===== config.mk =====
export PLATFORM = sky130hd
export DESIGN_NAME = data_mem_access_unit_flat
export DESIGN_NICKNAME = d
export VERILOG_FILES = /design/src/rtl/riscv_pkg.sv /design/src/rtl/data_mem_access_unit_if.sv /design/src/rtl/data_mem_access_unit_load_extend.sv /design/src/rtl/data_mem_access_unit.sv /design/src/flat_wrapper.sv
export SDC_FILE = /design/constraint.sdc
export NUM_CORES = 1
export LEC_CHECK = 0
export CAP_MARGIN = 10
export CORE_MARGIN = 10
export CORE_UTILIZATION = 30
export DETAILED_ROUTE_END_ITERATION = 7
export PLACE_DENSITY = 0.69
export SLEW_MARGIN = 40
export SYNTH_ARGS = -nofsm -noshare
export SYNTH_HDL_FRONTEND = slang
export SYNTH_SLANG_ARGS = --single-unit

===== constraint.sdc =====
create_clock -name clk -period 2.8 [get_ports clk]
set_input_delay 0.28 -clock clk [delete_from_list [all_inputs] [get_ports clk]]
set_output_delay 0.28 -clock clk [all_outputs]
set_load 0.1 [all_outputs]

===== src/rtl/riscv_pkg.sv =====
// Shared encodings for the memory stage: funct3 load/store sizes, FSM states,
// the latched bus payload and the store lane/alignment helpers.
package riscv_pkg;

  localparam int unsigned XLEN = 32;
  localparam int unsigned BE_W = XLEN / 8;

  localparam logic [2:0] F3_B  = 3'b000;
  localparam logic [2:0] F3_H  = 3'b001;
  localparam logic [2:0] F3_W  = 3'b010;
  localparam logic [2:0] F3_BU = 3'b100;
  localparam logic [2:0] F3_HU = 3'b101;

  typedef enum logic [1:0] {
    ST_IDLE = 2'd0,
    ST_REQ  = 2'd1,
    ST_DONE = 2'd2
  } state_e;

  typedef struct packed {
    logic            we;
    logic [XLEN-1:0] addr;
    logic [BE_W-1:0] be;
    logic [XLEN-1:0] wdata;
  } bus_fields_t;

  // Reads always fetch the whole word; writes enable only the addressed lanes.
  function automatic logic [BE_W-1:0] store_be(input logic we, input logic [2:0] f3,
                                               input logic [1:0] lo);
    logic [BE_W-1:0] be;
    be = '1;
    if (we) begin
      case (f3)
        F3_B, F3_BU: be = BE_W'(1) << lo;
        F3_H, F3_HU: be = lo[1] ? 4'b1100 : 4'b0011;
        default:     be = '1;
      endcase
    end
    return be;
  endfunction

  function automatic logic [XLEN-1:0] store_wdata(input logic [2:0] f3,
                                                  input logic [XLEN-1:0] wd);
    logic [XLEN-1:0] d;
    case (f3)
      F3_B, F3_BU: d = {4{wd[7:0]}};
      F3_H, F3_HU: d = {2{wd[15:0]}};
      default:     d = wd;
    endcase
    return d;
  endfunction

  function automatic logic misaligned(input logic [2:0] f3, input logic [1:0] lo);
    logic m;
    case (f3)
      F3_B, F3_BU: m = 1'b0;
      F3_H, F3_HU: m = lo[0];
      default:     m = (lo != 2'b00);
    endcase
    return m;
  endfunction

endpackage


===== src/rtl/data_mem_access_unit_if.sv =====
// Word bus between the memory-stage access unit (master) and data memory (slave).
interface data_mem_access_unit_if;
  import riscv_pkg::*;

  logic            bus_req;
  logic            bus_we;
  logic [XLEN-1:0] bus_addr;
  logic [BE_W-1:0] bus_be;
  logic [XLEN-1:0] bus_wdata;
  logic            bus_ack;
  logic [XLEN-1:0] bus_rdata;

  modport master (output bus_req, bus_we, bus_addr, bus_be, bus_wdata,
                  input  bus_ack, bus_rdata);
  modport slave  (input  bus_req, bus_we, bus_addr, bus_be, bus_wdata,
                  output bus_ack, bus_rdata);
endinterface


===== src/rtl/data_mem_access_unit_load_extend.sv =====
// Load lane select and sign/zero extension of a bus read word.
module load_extend
  import riscv_pkg::*;
(
  input  logic [XLEN-1:0] word_i,
  input  logic [1:0]      lane_i,
  input  logic [2:0]      funct3_i,
  output logic [XLEN-1:0] load_data_c
);

  logic [7:0]  byte_sel;
  logic [15:0] half_sel;

  always_comb begin
    byte_sel = 8'h00;
    case (lane_i)
      2'd0: byte_sel = word_i[7:0];
      2'd1: byte_sel = word_i[15:8];
      2'd2: byte_sel = word_i[23:16];
      default: byte_sel = word_i[31:24];
    endcase
    half_sel = lane_i[1] ? word_i[31:16] : word_i[15:0];

    case (funct3_i)
      F3_B:    load_data_c = {{24{byte_sel[7]}}, byte_sel};
      F3_BU:   load_data_c = {24'h0, byte_sel};
      F3_H:    load_data_c = {{16{half_sel[15]}}, half_sel};
      F3_HU:   load_data_c = {16'h0, half_sel};
      default: load_data_c = word_i;
    endcase
  end

endmodule


===== src/rtl/data_mem_access_unit.sv =====
// Memory-stage LOAD/STORE responder: one req/ack word-bus transaction per instruction,
// stalling the pipeline until DONE. Define MISALIGN_TRAP_EN to trap misaligned H/W accesses.
module data_mem_access_unit
  import riscv_pkg::*;
#(
  parameter int unsigned TIMEOUT_CYC = 16,
  parameter int unsigned CNT_W       = 5
) (
  input  logic                  clk,
  input  logic                  rst_n,
  input  logic                  MemRead,
  input  logic                  MemWrite,
  input  logic [2:0]            funct3,
  input  logic [XLEN-1:0]       addr,
  input  logic [XLEN-1:0]       wdata,
  output logic [XLEN-1:0]       rdata,
  output logic                  stall,
  output logic                  mem_err,
  data_mem_access_unit_if.master bus
);

  state_e          state_q, state_d;
  logic [CNT_W-1:0] cnt_q, cnt_d;
  bus_fields_t     fld_q, fld_d;
  logic            req_q, req_d;
  logic [1:0]      lane_q, lane_d;
  logic [2:0]      f3_q, f3_d;
  logic [XLEN-1:0] rdata_q, rdata_d;
  logic            err_q, err_d;
  logic [XLEN-1:0] load_c;
  logic            trap_c;
  logic            mem_op_c;

  load_extend u_load_extend (
    .word_i      (bus.bus_rdata),
    .lane_i      (lane_q),
    .funct3_i    (f3_q),
    .load_data_c (load_c)
  );

  assign mem_op_c = MemRead | MemWrite;

  always_comb begin
`ifdef MISALIGN_TRAP_EN
    trap_c = misaligned(funct3, addr[1:0]);
`else
    trap_c = 1'b0;
`endif
  end

  // Next-state: IDLE latches the access, REQ waits for ack or timeout, DONE releases the stall.
  always_comb begin
    state_d = state_q;
    cnt_d   = cnt_q;
    fld_d   = fld_q;
    req_d   = req_q;
    lane_d  = lane_q;
    f3_d    = f3_q;
    rdata_d = rdata_q;
    err_d   = 1'b0;

    case (state_q)
      ST_IDLE: begin
        if (mem_op_c) begin
          if (trap_c) begin
            err_d   = 1'b1;
            state_d = ST_DONE;
          end else begin
            fld_d.we    = MemWrite;
            fld_d.addr  = {addr[XLEN-1:2], 2'b00};
            fld_d.be    = store_be(MemWrite, funct3, addr[1:0]);
            fld_d.wdata = store_wdata(funct3, wdata);
            lane_d      = addr[1:0];
            f3_d        = funct3;
            cnt_d       = '0;
            req_d       = 1'b1;
            state_d     = ST_REQ;
          end
        end
      end
      ST_REQ: begin
        if (bus.bus_ack) begin
          if (!fld_q.we) rdata_d = load_c;
          req_d   = 1'b0;
          state_d = ST_DONE;
        end else if (cnt_q == CNT_W'(TIMEOUT_CYC - 1)) begin
          rdata_d = '0;
          err_d   = 1'b1;
          req_d   = 1'b0;
          state_d = ST_DONE;
        end else begin
          cnt_d = cnt_q + CNT_W'(1);
        end
      end
      ST_DONE: begin
        req_d   = 1'b0;
        state_d = ST_IDLE;
      end
      default: begin
        req_d   = 1'b0;
        state_d = ST_IDLE;
      end
    endcase
  end

  always_ff @(posedge clk or negedge rst_n) begin
    if (!rst_n) begin
      state_q <= ST_IDLE;
      cnt_q   <= '0;
      fld_q   <= '0;
      req_q   <= 1'b0;
      lane_q  <= 2'b00;
      f3_q    <= F3_W;
      rdata_q <= '0;
      err_q   <= 1'b0;
    end else begin
      state_q <= state_d;
      cnt_q   <= cnt_d;
      fld_q   <= fld_d;
      req_q   <= req_d;
      lane_q  <= lane_d;
      f3_q    <= f3_d;
      rdata_q <= rdata_d;
      err_q   <= err_d;
    end
  end

  assign stall         = mem_op_c && (state_q != ST_DONE);
  assign rdata         = rdata_q;
  assign mem_err       = err_q;
  assign bus.bus_req   = req_q;
  assign bus.bus_we    = fld_q.we;
  assign bus.bus_addr  = fld_q.addr;
  assign bus.bus_be    = fld_q.be;
  assign bus.bus_wdata = fld_q.wdata;

endmodule


===== src/flat_wrapper.sv =====
// flat-port wrapper written by rule: the top's interface ports become plain ports
module data_mem_access_unit_flat import riscv_pkg::*;
#(
  parameter int unsigned TIMEOUT_CYC = 16,
  parameter int unsigned CNT_W       = 5
)
  (clk, rst_n, MemRead, MemWrite, funct3, addr, wdata, rdata, stall, mem_err, bus_bus_req, bus_bus_we, bus_bus_addr, bus_bus_be, bus_bus_wdata, bus_bus_ack, bus_bus_rdata);
  data_mem_access_unit_if bus_i ();
  input  logic clk;
  input  logic rst_n;
  input  logic MemRead;
  input  logic MemWrite;
  input  logic [2:0] funct3;
  input  logic [XLEN-1:0] addr;
  input  logic [XLEN-1:0] wdata;
  output logic [XLEN-1:0] rdata;
  output logic stall;
  output logic mem_err;
  output wire logic [$bits(bus_i.bus_req)-1:0] bus_bus_req;
  output wire logic [$bits(bus_i.bus_we)-1:0] bus_bus_we;
  output wire logic [$bits(bus_i.bus_addr)-1:0] bus_bus_addr;
  output wire logic [$bits(bus_i.bus_be)-1:0] bus_bus_be;
  output wire logic [$bits(bus_i.bus_wdata)-1:0] bus_bus_wdata;
  input wire logic [$bits(bus_i.bus_ack)-1:0] bus_bus_ack;
  input wire logic [$bits(bus_i.bus_rdata)-1:0] bus_bus_rdata;
  assign bus_bus_req = bus_i.bus_req;
  assign bus_bus_we = bus_i.bus_we;
  assign bus_bus_addr = bus_i.bus_addr;
  assign bus_bus_be = bus_i.bus_be;
  assign bus_bus_wdata = bus_i.bus_wdata;
  assign bus_i.bus_ack = bus_bus_ack;
  assign bus_i.bus_rdata = bus_bus_rdata;
  data_mem_access_unit #(.TIMEOUT_CYC(TIMEOUT_CYC), .CNT_W(CNT_W)) u_core (.clk(clk), .rst_n(rst_n), .MemRead(MemRead), .MemWrite(MemWrite), .funct3(funct3), .addr(addr), .wdata(wdata), .rdata(rdata), .stall(stall), .mem_err(mem_err), .bus(bus_i));
endmodule

==> impl_metrics.py <==
metrics = {
    "worst_hold_path": {
        "hp-class": "input port to flop",
        "hold_start": "addr[30]",
        "whs_endpoint": "u_core.bus.bus_addr[30]",
        "holdPathStages": 3,
    },
    "drt": {
        "drc_errors": 0,
        "viasPerCell": 4.74,
        "vias": 4484,
        "post_drt_wl_per_cell_um": 17.5,
        "wl_um": 16600,
        "detail_route.first_pass.iterations": 4,
        "ant_nets": 0,
        "drt_iter0_drc": 230,
    },
    "sta": {
        "slew_violations": 0,
        "fmax_ghz": 0.474,
        "finalCritPeriodShare_pct": 75.4,
        "rsz0062_at_grt": "no",
        "finalSetupViolations": 0,
        "finalHoldViolCount": 0,
        "worstMarginPinSlew_ps": 702,
        "max_slew_margin_pct": 53.2,
        "finalClockSkew_ps": 9.14,
        "fin_crit_ps": 2110,
        "tns_ps": 0,
    },
    "placed_design": {
        "gp_congestion": 0.796,
        "port-buffer-count": 205,
        "dp_hpwl_um": 12300,
    },
    "grt": {
        "use_met3_pct": 6.15,
        "use_met2_pct": 21.8,
        "grt_pass1_vias": 4563,
        "grt_usage_pct": 14.3,
        "grt_pass1_wl_um": 25600,
        "grt_remaining_overflow": 0,
        "grt_busiest_layer": "met2",
        "antenna_found_initial": 1,
        "grt_max_degree": 74,
        "grt_use_met1_pct": 18.0,
    },
    "critical_path": {
        "path_cells": "ha_1, and3_1, ha_1, or2_2, nor2b_2, nand2_1, buf_4, a221o_1",
        "worst-path-max-fanout": 32,
        "r2r_end": "u_core.rdata[31]",
        "critPathArrivalTime_ps": 2400,
        "startpoint_type": "flop",
        "end_kind": "flop",
        "cp.required_ps": 3090,
        "criticalPathCategory": "flop to flop",
        "slowest_delay_ps": 410,
        "reg2reg_from": "u_core.cnt_q[0]",
        "r2r_setup_slack_ps": 690,
        "r2r_cells": 8,
        "path_common_cell": "ha_1",
        "cp_slowest_cell": "dfrtp_1",
    },
    "job": {
        "cap_violations": 0,
    },
    "clock_network": {
        "ctsHtreeMaxLevel": 3,
        "cts_made_buffers": 9,
        "cts_sinks": 112,
        "clk_latency_ps": 350,
        "cts_resized": 0,
        "clkTransAtPathRegs_ps": 70,
        "cts-root-buf": "clkbuf_16",
        "cts_max_path_buffers": 2,
        "cts_tree": "built",
    },
    "die": {
        "core_mm2": 0.0166,
        "die-height_um": 150,
        "start_util_pct": 30.7,
        "die_w_um": 150,
        "io_pins": 208,
        "die_area_mm2": 0.0226,
        "row_count": 47,
    },
    "yosys": {
        "synth_seq_area_share_pct": 54.9,
        "synth_cell_types": 46,
        "yosysWarnings": 0,
        "syn_avg_cell_area_um2": 9.69,
        "netlist_area_mm2": 0.00511,
        "ys_ff_latch": 112,
        "netlist_instances": 527,
    },
    "layout": {
        "area_delta_synth_final_pct": 46.0,
        "fill_cells": 1644,
        "final_nets": 825,
        "drive_gt1_share_pct": 19.6,
    },
    "outcome": {
        "outcome": "finished clean",
    },
}
## cell usage after synthesis (all sizes together)
cell type | instances | area share, %
dfstp | 1 | 0.51
o2bb2ai | 9 | 1.5
a211o | 1 | 0.17
o31ai | 1 | 0.15
nor2b | 3 | 0.42
nand2b | 10 | 1.4
o21ai | 41 | 4.0
o2111a | 1 | 0.24
a21oi | 19 | 1.9
clkbuf | 17 | 1.2
nor3b | 2 | 0.39
conb | 1 | 0.073
and3 | 1 | 0.12
nor4b | 2 | 0.34
mux2 | 1 | 0.22
a32o | 7 | 1.4
a221o | 16 | 3.1
a22o | 2 | 0.34
or2 | 1 | 0.12
mux2i | 34 | 6.7
nand4 | 1 | 0.12
or3b | 1 | 0.17
o22ai | 7 | 0.86
and2b | 1 | 0.15
o21ba | 1 | 0.20
or3 | 8 | 0.98
o21a | 4 | 0.59
buf | 18 | 2.2
ha | 2 | 0.49
and2 | 1 | 0.17
nor4 | 1 | 0.12
nor2 | 18 | 1.4
nand2 | 170 | 12
inv | 6 | 0.44
xor2 | 1 | 0.17
dfrtp | 111 | 54
nor3 | 5 | 0.49
o41a | 1 | 0.24
## sequential cells by signal (all words and copies together) (netlist names)
signal,cells
u_core.f3_q,3
u_core.bus.bus_we,1
u_core.lane_q,2
u_core.state_q,2
u_core.rdata,32
u_core.bus.bus_addr,30
u_core.cnt_q,5
u_core.bus.bus_wdata,32
u_core.bus.bus_be,4
u_core.mem_err,1
## worst max-delay path: cells and delay by family (launching register included)
| family | cells | cell delay (ps) |
|---|---|---|
| AO/OA/AOI/OAI | 1 | 210 |
| adder cells (fa/ha/maj) | 2 | 420 |
| AND/OR/NAND/NOR | 4 | 680 |
| flip-flops | 1 | 410 |
| buffers and inverters | 1 | 320 |
## kinds of logic (layout without fill, tap and decap cells)
| kind of cell | after synthesis | in the layout | synth area share [%] |
|---|---|---|---|
| AOI/OAI and AO/OA | 110 | 110 | 14.7 |
| xor gates and xnor gates | 1 | 1 | 0.172 |
| adders and majority gates | 2 | 2 | 0.490 |
| buffers and inverters | 41 | 237 | 3.92 |
| DFF | 112 | 112 | 54.9 |
| muxes | 35 | 35 | 6.88 |
| and+or+nand+nor | 225 | 225 | 18.8 |
| other | 1 | 3 | 0.0734 |
## worst max path at each step
| stage | from | end | slack (ps) | depth (start not counted) |
|---|---|---|---|---|
| after floorplan | u_core.state_q[0] | stall | 440 | 2 |
| after global placement | u_core.cnt_q[0] | u_core.rdata[19] | 730 | 8 |
| after detailed placement | u_core.cnt_q[0] | u_core.rdata[19] | 700 | 8 |
| after CTS | u_core.cnt_q[0] | u_core.rdata[31] | 680 | 8 |
| after global routing | u_core.cnt_q[0] | u_core.rdata[31] | 540 | 8 |
| final | u_core.cnt_q[0] | u_core.rdata[31] | 690 | 8 |
## final cells by class
class                      instances  area, um2  area share, %
inverter                           6       22.5          0.302
timing repair buffer             215       1900           25.4
multi-input combinational        375       2130           28.5
clock buffer                      11        243           3.26
sequential                       112       2800           37.6
tap                              220        275           3.69
clock inverter                     5       86.3           1.16
antenna                            1       2.50         0.0336
## repair_timing
action                                 CTS  global route
setup endpoints to repair                0             0
endpoints found under the hold margin   26             0
hold buffers                             1             0
setup buffers                            0             0
## per-stage QoR
| stage | worst slack, ps | utilization, % | cells | hold slack [ps] | cell area (um2) |
|---|---|---|---|---|---|
| 2_1_floorplan | 442 | - | 528 | -15.6 | 5110 |
| 4_1_cts | 683 | 44.8 | 944 | 431 | 7450 |
| 3_5_place_dp | 703 | 42.8 | 927 | 388 | 7120 |
| 6_report | 688 | 44.8 | 945 | 450 | 7460 |
| 5_1_grt | 541 | 44.8 | 944 | 444 | 7450 |
| 3_3_place_gp | 732 | 42.8 | 927 | 384 | 7120 |
## per-layer routing
metal / part of all wire [%] / vias up / routed length, um
met5: 0 / - / 0
met4: 0.96 / 0 / 159
met3: 11 / 11 / 1770
met2: 45 / 167 / 7480
met1: 43 / 2114 / 7150
li1: - / 2192 / -
## cells in the final DEF, fill, tap and decap left out, types with 2 or more instances in the layout
cell and n:
nor3_1 4, mux2i_1 34, conb_1 2, bufinv_16 2
o2bb2ai_1 9, inv_6 2, a22o_1 2, ha_1 2
nor4b_1 2, inv_1 6, o21ai_0 40, buf_12 2
nor2b_1 2, clkbuf_16 9, a32o_1 7, or3_1 8
buf_4 110, nand2_1 170, nor2_1 17, clkdlybuf4s50_1 102
nand2b_1 9, o22ai_1 7, dfrtp_1 111, a21oi_1 18
a221o_1 16, o21a_1 4
Power is not shown: default switching activity piles up to over one toggle a cycle in this logic, so the estimate is an artifact.
